===== src/rtl/uart_rx_ctrl_if.sv =====
// Signal bundle between the UART receive sequencer and its host / line side.
// rx_state exposes the receiver FSM encoding for observation.
interface uart_rx_ctrl_if;
   logic       rx_sample_pulse;
   logic       rxd;
   logic       data_bits_8;
   logic       parity_odd;
   logic       rx_read;
   logic [7:0] rx_data;
   logic       rx_data_valid;
   logic       framing_err;
   logic       parity_err;
   logic       overrun_err;
   logic       rx_busy;
   logic [2:0] rx_state;

   // rx_read is a one-cycle pulse. When it meets rx_data_valid=1, the
   // holding register and its flags are released on the same PCLK edge
   // (or reloaded, if a new character commits on that edge).
   modport master (
      output rx_sample_pulse, rxd, data_bits_8, parity_odd, rx_read,
      input  rx_data, rx_data_valid, framing_err, parity_err, overrun_err,
      input  rx_busy, rx_state
   );

   modport slave (
      input  rx_sample_pulse, rxd, data_bits_8, parity_odd, rx_read,
      output rx_data, rx_data_valid, framing_err, parity_err, overrun_err,
      output rx_busy, rx_state
   );
endinterface


===== src/rtl/uart_rx_ctrl.sv =====
// UART receive sequencer: 16x-oversampled start/data/stop capture into a holding register.
// Optional parity checking is compiled in with `define UART_RX_PARITY_EN.
module uart_rx_ctrl #(
   parameter int SYNC_STAGES = 2,
   parameter int OVS_LAST    = 15,
   parameter int START_MID   = 7
) (
   input  logic          PCLK,
   input  logic          PRESET,
   uart_rx_ctrl_if.slave bus
);

   localparam logic [3:0] L_OVS_LAST  = 4'(OVS_LAST);
   localparam logic [3:0] L_START_MID = 4'(START_MID);

   typedef enum logic [2:0] {
      S_IDLE   = 3'd0,
      S_START  = 3'd1,
      S_DATA   = 3'd2,
`ifdef UART_RX_PARITY_EN
      S_PARITY = 3'd3,
`endif
      S_STOP   = 3'd4
   } state_t;

   state_t           r_state, w_state_nxt;
   logic [SYNC_STAGES-1:0] r_sync;
   logic             r_rxd_s_d;
   logic [3:0]       r_ovs_cnt, w_ovs_nxt;
   logic [3:0]       r_bit_cnt, w_bit_nxt;
   logic [7:0]       r_shift, w_shift_nxt;
   logic             r_d8, w_d8_nxt;
   logic             w_rxd_s;
   logic             w_tick;
   logic             w_last_bit;
   logic             w_commit;
   logic             w_pe;
   logic [7:0]       r_rx_data;
   logic             r_valid, r_fe, r_pe, r_oe;

   assign w_rxd_s    = r_sync[SYNC_STAGES-1];
   assign w_tick     = bus.rx_sample_pulse;
   assign w_last_bit = (r_bit_cnt == (r_d8 ? 4'd7 : 4'd6));

   always_ff @(posedge PCLK or posedge PRESET) begin
      if (PRESET) begin
         r_sync    <= '1;
         r_rxd_s_d <= 1'b1;
      end else begin
         r_sync    <= {r_sync[SYNC_STAGES-2:0], bus.rxd};
         r_rxd_s_d <= w_rxd_s;
      end
   end

`ifdef UART_RX_PARITY_EN
   logic r_par_bit, w_par_nxt;
   logic r_odd, w_odd_nxt;
   // Data bits plus parity bit must XOR to 1 for odd parity, 0 for even.
   assign w_pe = ((^r_shift) ^ r_par_bit) != r_odd;
`else
   logic w_unused_parity_odd;
   assign w_unused_parity_odd = bus.parity_odd;
   assign w_pe = 1'b0;
`endif

   always_comb begin
      w_state_nxt = r_state;
      w_ovs_nxt   = r_ovs_cnt;
      w_bit_nxt   = r_bit_cnt;
      w_shift_nxt = r_shift;
      w_d8_nxt    = r_d8;
`ifdef UART_RX_PARITY_EN
      w_par_nxt   = r_par_bit;
      w_odd_nxt   = r_odd;
`endif
      w_commit    = 1'b0;
      case (r_state)
         S_IDLE: begin
            // Start detection runs every PCLK, not just on ticks.
            if (r_rxd_s_d && !w_rxd_s) begin
               w_state_nxt = S_START;
               w_ovs_nxt   = '0;
            end
         end
         S_START: begin
            if (w_tick) begin
               if (r_ovs_cnt == L_START_MID) begin
                  w_ovs_nxt = '0;
                  if (!w_rxd_s) begin
                     w_state_nxt = S_DATA;
                     w_bit_nxt   = '0;
                     w_shift_nxt = '0;
                     w_d8_nxt    = bus.data_bits_8;
`ifdef UART_RX_PARITY_EN
                     w_odd_nxt   = bus.parity_odd;
`endif
                  end else begin
                     w_state_nxt = S_IDLE;
                  end
               end else begin
                  w_ovs_nxt = r_ovs_cnt + 4'd1;
               end
            end
         end
         S_DATA: begin
            if (w_tick) begin
               if (r_ovs_cnt == L_OVS_LAST) begin
                  w_shift_nxt[r_bit_cnt[2:0]] = w_rxd_s;
                  w_bit_nxt = r_bit_cnt + 4'd1;
                  w_ovs_nxt = '0;
                  if (w_last_bit) begin
`ifdef UART_RX_PARITY_EN
                     w_state_nxt = S_PARITY;
`else
                     w_state_nxt = S_STOP;
`endif
                  end
               end else begin
                  w_ovs_nxt = r_ovs_cnt + 4'd1;
               end
            end
         end
`ifdef UART_RX_PARITY_EN
         S_PARITY: begin
            if (w_tick) begin
               if (r_ovs_cnt == L_OVS_LAST) begin
                  w_par_nxt   = w_rxd_s;
                  w_state_nxt = S_STOP;
                  w_ovs_nxt   = '0;
               end else begin
                  w_ovs_nxt = r_ovs_cnt + 4'd1;
               end
            end
         end
`endif
         S_STOP: begin
            if (w_tick) begin
               if (r_ovs_cnt == L_OVS_LAST) begin
                  w_commit    = 1'b1;
                  w_state_nxt = S_IDLE;
                  w_ovs_nxt   = '0;
               end else begin
                  w_ovs_nxt = r_ovs_cnt + 4'd1;
               end
            end
         end
         default: begin
            w_state_nxt = S_IDLE;
            w_ovs_nxt   = '0;
         end
      endcase
   end

   always_ff @(posedge PCLK or posedge PRESET) begin
      if (PRESET) begin
         r_state   <= S_IDLE;
         r_ovs_cnt <= '0;
         r_bit_cnt <= '0;
         r_shift   <= '0;
         r_d8      <= 1'b0;
`ifdef UART_RX_PARITY_EN
         r_par_bit <= 1'b0;
         r_odd     <= 1'b0;
`endif
      end else begin
         r_state   <= w_state_nxt;
         r_ovs_cnt <= w_ovs_nxt;
         r_bit_cnt <= w_bit_nxt;
         r_shift   <= w_shift_nxt;
         r_d8      <= w_d8_nxt;
`ifdef UART_RX_PARITY_EN
         r_par_bit <= w_par_nxt;
         r_odd     <= w_odd_nxt;
`endif
      end
   end

   always_ff @(posedge PCLK or posedge PRESET) begin
      if (PRESET) begin
         r_rx_data <= '0;
         r_valid   <= 1'b0;
         r_fe      <= 1'b0;
         r_pe      <= 1'b0;
         r_oe      <= 1'b0;
      end else if (w_commit) begin
         // A read on the commit edge frees the register for the new character.
         if (!r_valid || bus.rx_read) begin
            r_rx_data <= r_shift;
            r_valid   <= 1'b1;
            r_fe      <= ~w_rxd_s;
            r_pe      <= w_pe;
            r_oe      <= 1'b0;
         end else begin
            r_oe      <= 1'b1;
         end
      end else if (bus.rx_read && r_valid) begin
         r_valid <= 1'b0;
         r_fe    <= 1'b0;
         r_pe    <= 1'b0;
         r_oe    <= 1'b0;
      end
   end

   assign bus.rx_data       = r_rx_data;
   assign bus.rx_data_valid = r_valid;
   assign bus.framing_err   = r_fe;
   assign bus.parity_err    = r_pe;
   assign bus.overrun_err   = r_oe;
   assign bus.rx_busy       = (r_state != S_IDLE);
   assign bus.rx_state      = r_state;

endmodule

===== src/flat_wrapper.sv =====
// flat-port wrapper written by rule: the top's interface ports become plain ports
module uart_rx_ctrl_flat 
#(
   parameter int SYNC_STAGES = 2,
   parameter int OVS_LAST    = 15,
   parameter int START_MID   = 7
)
  (PCLK, PRESET, bus_rx_sample_pulse, bus_rxd, bus_data_bits_8, bus_parity_odd, bus_rx_read, bus_rx_data, bus_rx_data_valid, bus_framing_err, bus_parity_err, bus_overrun_err, bus_rx_busy, bus_rx_state);
  uart_rx_ctrl_if bus_i ();
  input  logic PCLK;
  input  logic PRESET;
  input wire logic [$bits(bus_i.rx_sample_pulse)-1:0] bus_rx_sample_pulse;
  input wire logic [$bits(bus_i.rxd)-1:0] bus_rxd;
  input wire logic [$bits(bus_i.data_bits_8)-1:0] bus_data_bits_8;
  input wire logic [$bits(bus_i.parity_odd)-1:0] bus_parity_odd;
  input wire logic [$bits(bus_i.rx_read)-1:0] bus_rx_read;
  output wire logic [$bits(bus_i.rx_data)-1:0] bus_rx_data;
  output wire logic [$bits(bus_i.rx_data_valid)-1:0] bus_rx_data_valid;
  output wire logic [$bits(bus_i.framing_err)-1:0] bus_framing_err;
  output wire logic [$bits(bus_i.parity_err)-1:0] bus_parity_err;
  output wire logic [$bits(bus_i.overrun_err)-1:0] bus_overrun_err;
  output wire logic [$bits(bus_i.rx_busy)-1:0] bus_rx_busy;
  output wire logic [$bits(bus_i.rx_state)-1:0] bus_rx_state;
  assign bus_i.rx_sample_pulse = bus_rx_sample_pulse;
  assign bus_i.rxd = bus_rxd;
  assign bus_i.data_bits_8 = bus_data_bits_8;
  assign bus_i.parity_odd = bus_parity_odd;
  assign bus_i.rx_read = bus_rx_read;
  assign bus_rx_data = bus_i.rx_data;
  assign bus_rx_data_valid = bus_i.rx_data_valid;
  assign bus_framing_err = bus_i.framing_err;
  assign bus_parity_err = bus_i.parity_err;
  assign bus_overrun_err = bus_i.overrun_err;
  assign bus_rx_busy = bus_i.rx_busy;
  assign bus_rx_state = bus_i.rx_state;
  uart_rx_ctrl #(.SYNC_STAGES(SYNC_STAGES), .OVS_LAST(OVS_LAST), .START_MID(START_MID)) u_core (.PCLK(PCLK), .PRESET(PRESET), .bus(bus_i));
endmodule

===== config.mk =====
export PLATFORM = sky130hd
export DESIGN_NAME = uart_rx_ctrl_flat
export DESIGN_NICKNAME = d
export VERILOG_FILES = /design/src/rtl/uart_rx_ctrl_if.sv /design/src/rtl/uart_rx_ctrl.sv /design/src/flat_wrapper.sv
export SDC_FILE = /design/constraint.sdc
export NUM_CORES = 1
export LEC_CHECK = 0
export ABC_AREA = 1
export CORE_MARGIN = 4
export CORE_UTILIZATION = 50
export CTS_CLUSTER_SIZE = 40
export DETAILED_ROUTE_END_ITERATION = 8
export HOLD_SLACK_MARGIN = 0.08
export PLACE_DENSITY = 0.73
export SETUP_SLACK_MARGIN = 0.3
export SLEW_MARGIN = 20
export SYNTH_ARGS = -nofsm -noshare
export SYNTH_HDL_FRONTEND = slang
export SYNTH_SLANG_ARGS = --single-unit

===== constraint.sdc =====
create_clock -name PCLK -period 2.3 [get_ports PCLK]
set_clock_uncertainty 0.2 [all_clocks]
set_input_delay 0.46 -clock PCLK [delete_from_list [all_inputs] [get_ports PCLK]]
set_output_delay 0.46 -clock PCLK [all_outputs]
set_load 0.01 [all_outputs]

==> results.ini <==
[status]
status=completed

[drt]
antenna_left=0
vias=1671
viasPerCell=5.033
firstDrtPassIters=5
wl_um=3650
dr.first_iter.drc_count=113
drcViolationCount=0
wl_per_cell_um=10.99

[grt]
grt-ovfl-total=0
grt_use_met3=0.04892
grt_usage=0.1655
grt_max_degree=35
busiest_layer=met2
grt_antenna_before_repair=0
grt_pass1_wl_um=6589
use_met1=0.2179
grt_pass1_vias=1446
use_met2=0.2623

[layout]
finalNonFillerCells=332
fin_nets=292
area_growth_pct=18.71
final_layout_size_suffix_gt1_frac=0.1620
multiInputGateArea_sq_um=889.6
final_common_cell=nand2_1
final_cell_mix=nand2_1, dfrtp_1, nand3_1
final_area_sq_um=2286
nFillCells=342
insertedDiodeCount=0
ff_latch_area_sq_um=857.1
finish.utilization=0.6197

[synth]
syn_avg_cell_area_sq_um=7.522
synth_top_area_frac=0.4029
synth_cell_types=26
synth.area.top_cells=dfrtp_1, nand2_1, nand3_1, nand4_1, inv_1
synthCells=256
synth_seq_cells=34
synth-xor-area-share=0.009097
yosysWarnings=0
seq_area_frac_synth=0.4438
syn-num-nets=265
synth_top_family_by_area=simple AND/OR/NAND/NOR gates
synth_fa_ha_area_frac=0.01300
synth-compound-area-share=0.06628
synth_top_area_cell=dfrtp_1
muxShareOfSynthArea=0
synth-simple-area-share=0.3704
synth_area_sq_um=1926

[clock_network]
cts_root_buf=clkbuf_8
htree_levels=2
clock_tree.buffer_depth=2
holdBufCountCts=0
numCtsBuffers=5
clock_latency_ns=0.29
cts_tree=built
clkTransAtPathRegs_ns=0.07
cts.sinks=34

[critical_path]
ff2ff_path_depth=9
timing.rr.end=u_core.r_shift[1]
cp_cell_sequence=inv_2, nand2_1, nor2_2, inv_1, dlygate4sd2_1
cpPeakStageDelay_ns=0.41
arrival_ns=1.30
cp.required_ns=1.64
r2r_setup_slack_ns=0.45
setup.worst_path.start_class=flop
criticalPathCategory=flop to output pin
cp-end-kind=output pin
crit_fanout=3
worst-path-buf-inv=3
cp_slowest_cell=dfrtp_1
r2r_start=u_core.r_ovs_cnt[1]
crit_family=flip-flops

[pwr]
power_density_nw_per_um2=714.7
p_leak_nw=1.145
irDropWorstVdd_mv=0.5790

[worst_hold_path]
hold_end=u_core.r_sync[1]
worstHoldPathType=flop to flop
hold_path.startpoint=u_core.r_sync[0]
min_path_cells=0

[timing]
setup_violations=0
fin_crit_sh=0.8535
period_needed_ns=1.963
finalHoldViolations=0
fmax_ghz=0.5094
rsz0062_at_grt=true
fin_ws_ns=0.3369
drv_slew=0
tns_ns=0

[place]
postPlaceCellArea_sq_um=2148
globalplace.congestion=0.8721
place_worst_setup_slack_ns=0.1019
io_buffers=20
placed_cells=319
hpwlAfterDp_um=2589

[floorplanning]
dieArea_sq_um=4908
die_w_um=70.06
start_util=0.5220
io_pins=23
core_area_sq_um=3689
fp.dieH_um=70.06
rows=22

[flow_run]
maxCapViolCount=0

flip-flops by register name, indices dropped and copies added (netlist names):
name                      cells
u_core.r_shift                8
u_core.r_ovs_cnt              4
u_core.bus.overrun_err        1
u_core.r_d8                   1
u_core.bus.framing_err        1
u_core.r_sync                 2
u_core.r_bit_cnt              4
u_core.bus.rx_state           3
u_core.bus.rx_data            8
u_core.r_rxd_s_d              1
u_core.bus.rx_data_valid      1
cells in the mapped netlist (all sizes together):
| library cell | instances |
|---|---|
| nor2 | 23 |
| nand3 | 31 |
| nand4 | 14 |
| dfstp | 3 |
| ha | 2 |
| buf | 8 |
| o22ai | 1 |
| conb | 1 |
| nand2 | 91 |
| clkbuf | 1 |
| o21ai | 14 |
| xor2 | 2 |
| dfrtp | 31 |
| clkinv | 2 |
| inv | 29 |
| a21oi | 3 |
worst reg2reg max path: stages, from the launching register on:
cell and delay (ns):
dfrtp_1 0.40, ha_1 0.23, nand3_1 0.19, nand3_1 0.12
nand2_1 0.09, nor2_4 0.13, buf_6 0.17, nand3_1 0.08
nand2_1 0.07, nand2_1 0.05
cell families after synthesis:
kind of cell	count (synthesis)
AND/OR/NAND/NOR	159
buffers and inverters	40
flip-flops	34
AO/OA/AOI/OAI	18
XOR/XNOR	2
adder cells (fa/ha/maj)	2
other	1
worst max-delay path by stage:
stage | start | to | slack [ns] | cells past startpoint
3_3_place_gp | bus_rx_sample_pulse | u_core.r_shift[0] | 0.14 | 9
4_1_cts | u_core.bus.rx_state[1] | bus_rx_state[1] | 0.29 | 2
2_1_floorplan | u_core.r_ovs_cnt[0] | u_core.bus.rx_state[2] | 0.65 | 10
3_5_place_dp | bus_rx_sample_pulse | u_core.r_shift[6] | 0.10 | 9
6_report | u_core.bus.rx_state[1] | bus_rx_busy | 0.34 | 5
5_1_grt | u_core.bus.rx_state[1] | bus_rx_busy | 0.25 | 5
routing by layer:
layer,routed length [um],vias up,part of all wire
met1,1785,759,0.49
met3,178,6,0.049
met4,55,0,0.015
met5,0,-,0
li1,-,873,-
met2,1630,33,0.45
power breakdown:
group          internal [W]  switching [W]
clock              0.000241       0.000212
sequential         0.000629      0.0000237
combinational      0.000191       0.000337
cell type report:
cell class / count / area share
Multi-Input combinational cell: 182 / 0.3892
Sequential cell: 34 / 0.3749
Timing Repair Buffer: 29 / 0.1188
Inverter: 31 / 0.05090
Clock buffer: 7 / 0.03777
Tap cell: 48 / 0.02627
Clock inverter: 1 / 0.002189
metrics by stage:
stage / power, W / hold slack (ns)
6_report: 0.001634 / 0.1569
5_1_grt: 0.001734 / 0.1607
4_1_cts: 0.001617 / 0.1580
3_5_place_dp: 0.001158 / 0.1482
3_3_place_gp: 0.001149 / 0.1465
2_1_floorplan: 0.001062 / 0.1452
timing repair:
action | CTS | global route
pin swaps | 1 | 2
endpoints found under the setup margin | 2 | 19
resized for setup | 4 | 3
buffers inserted | 3 | 2
Note: power is estimated with default switching activity, not from simulation.
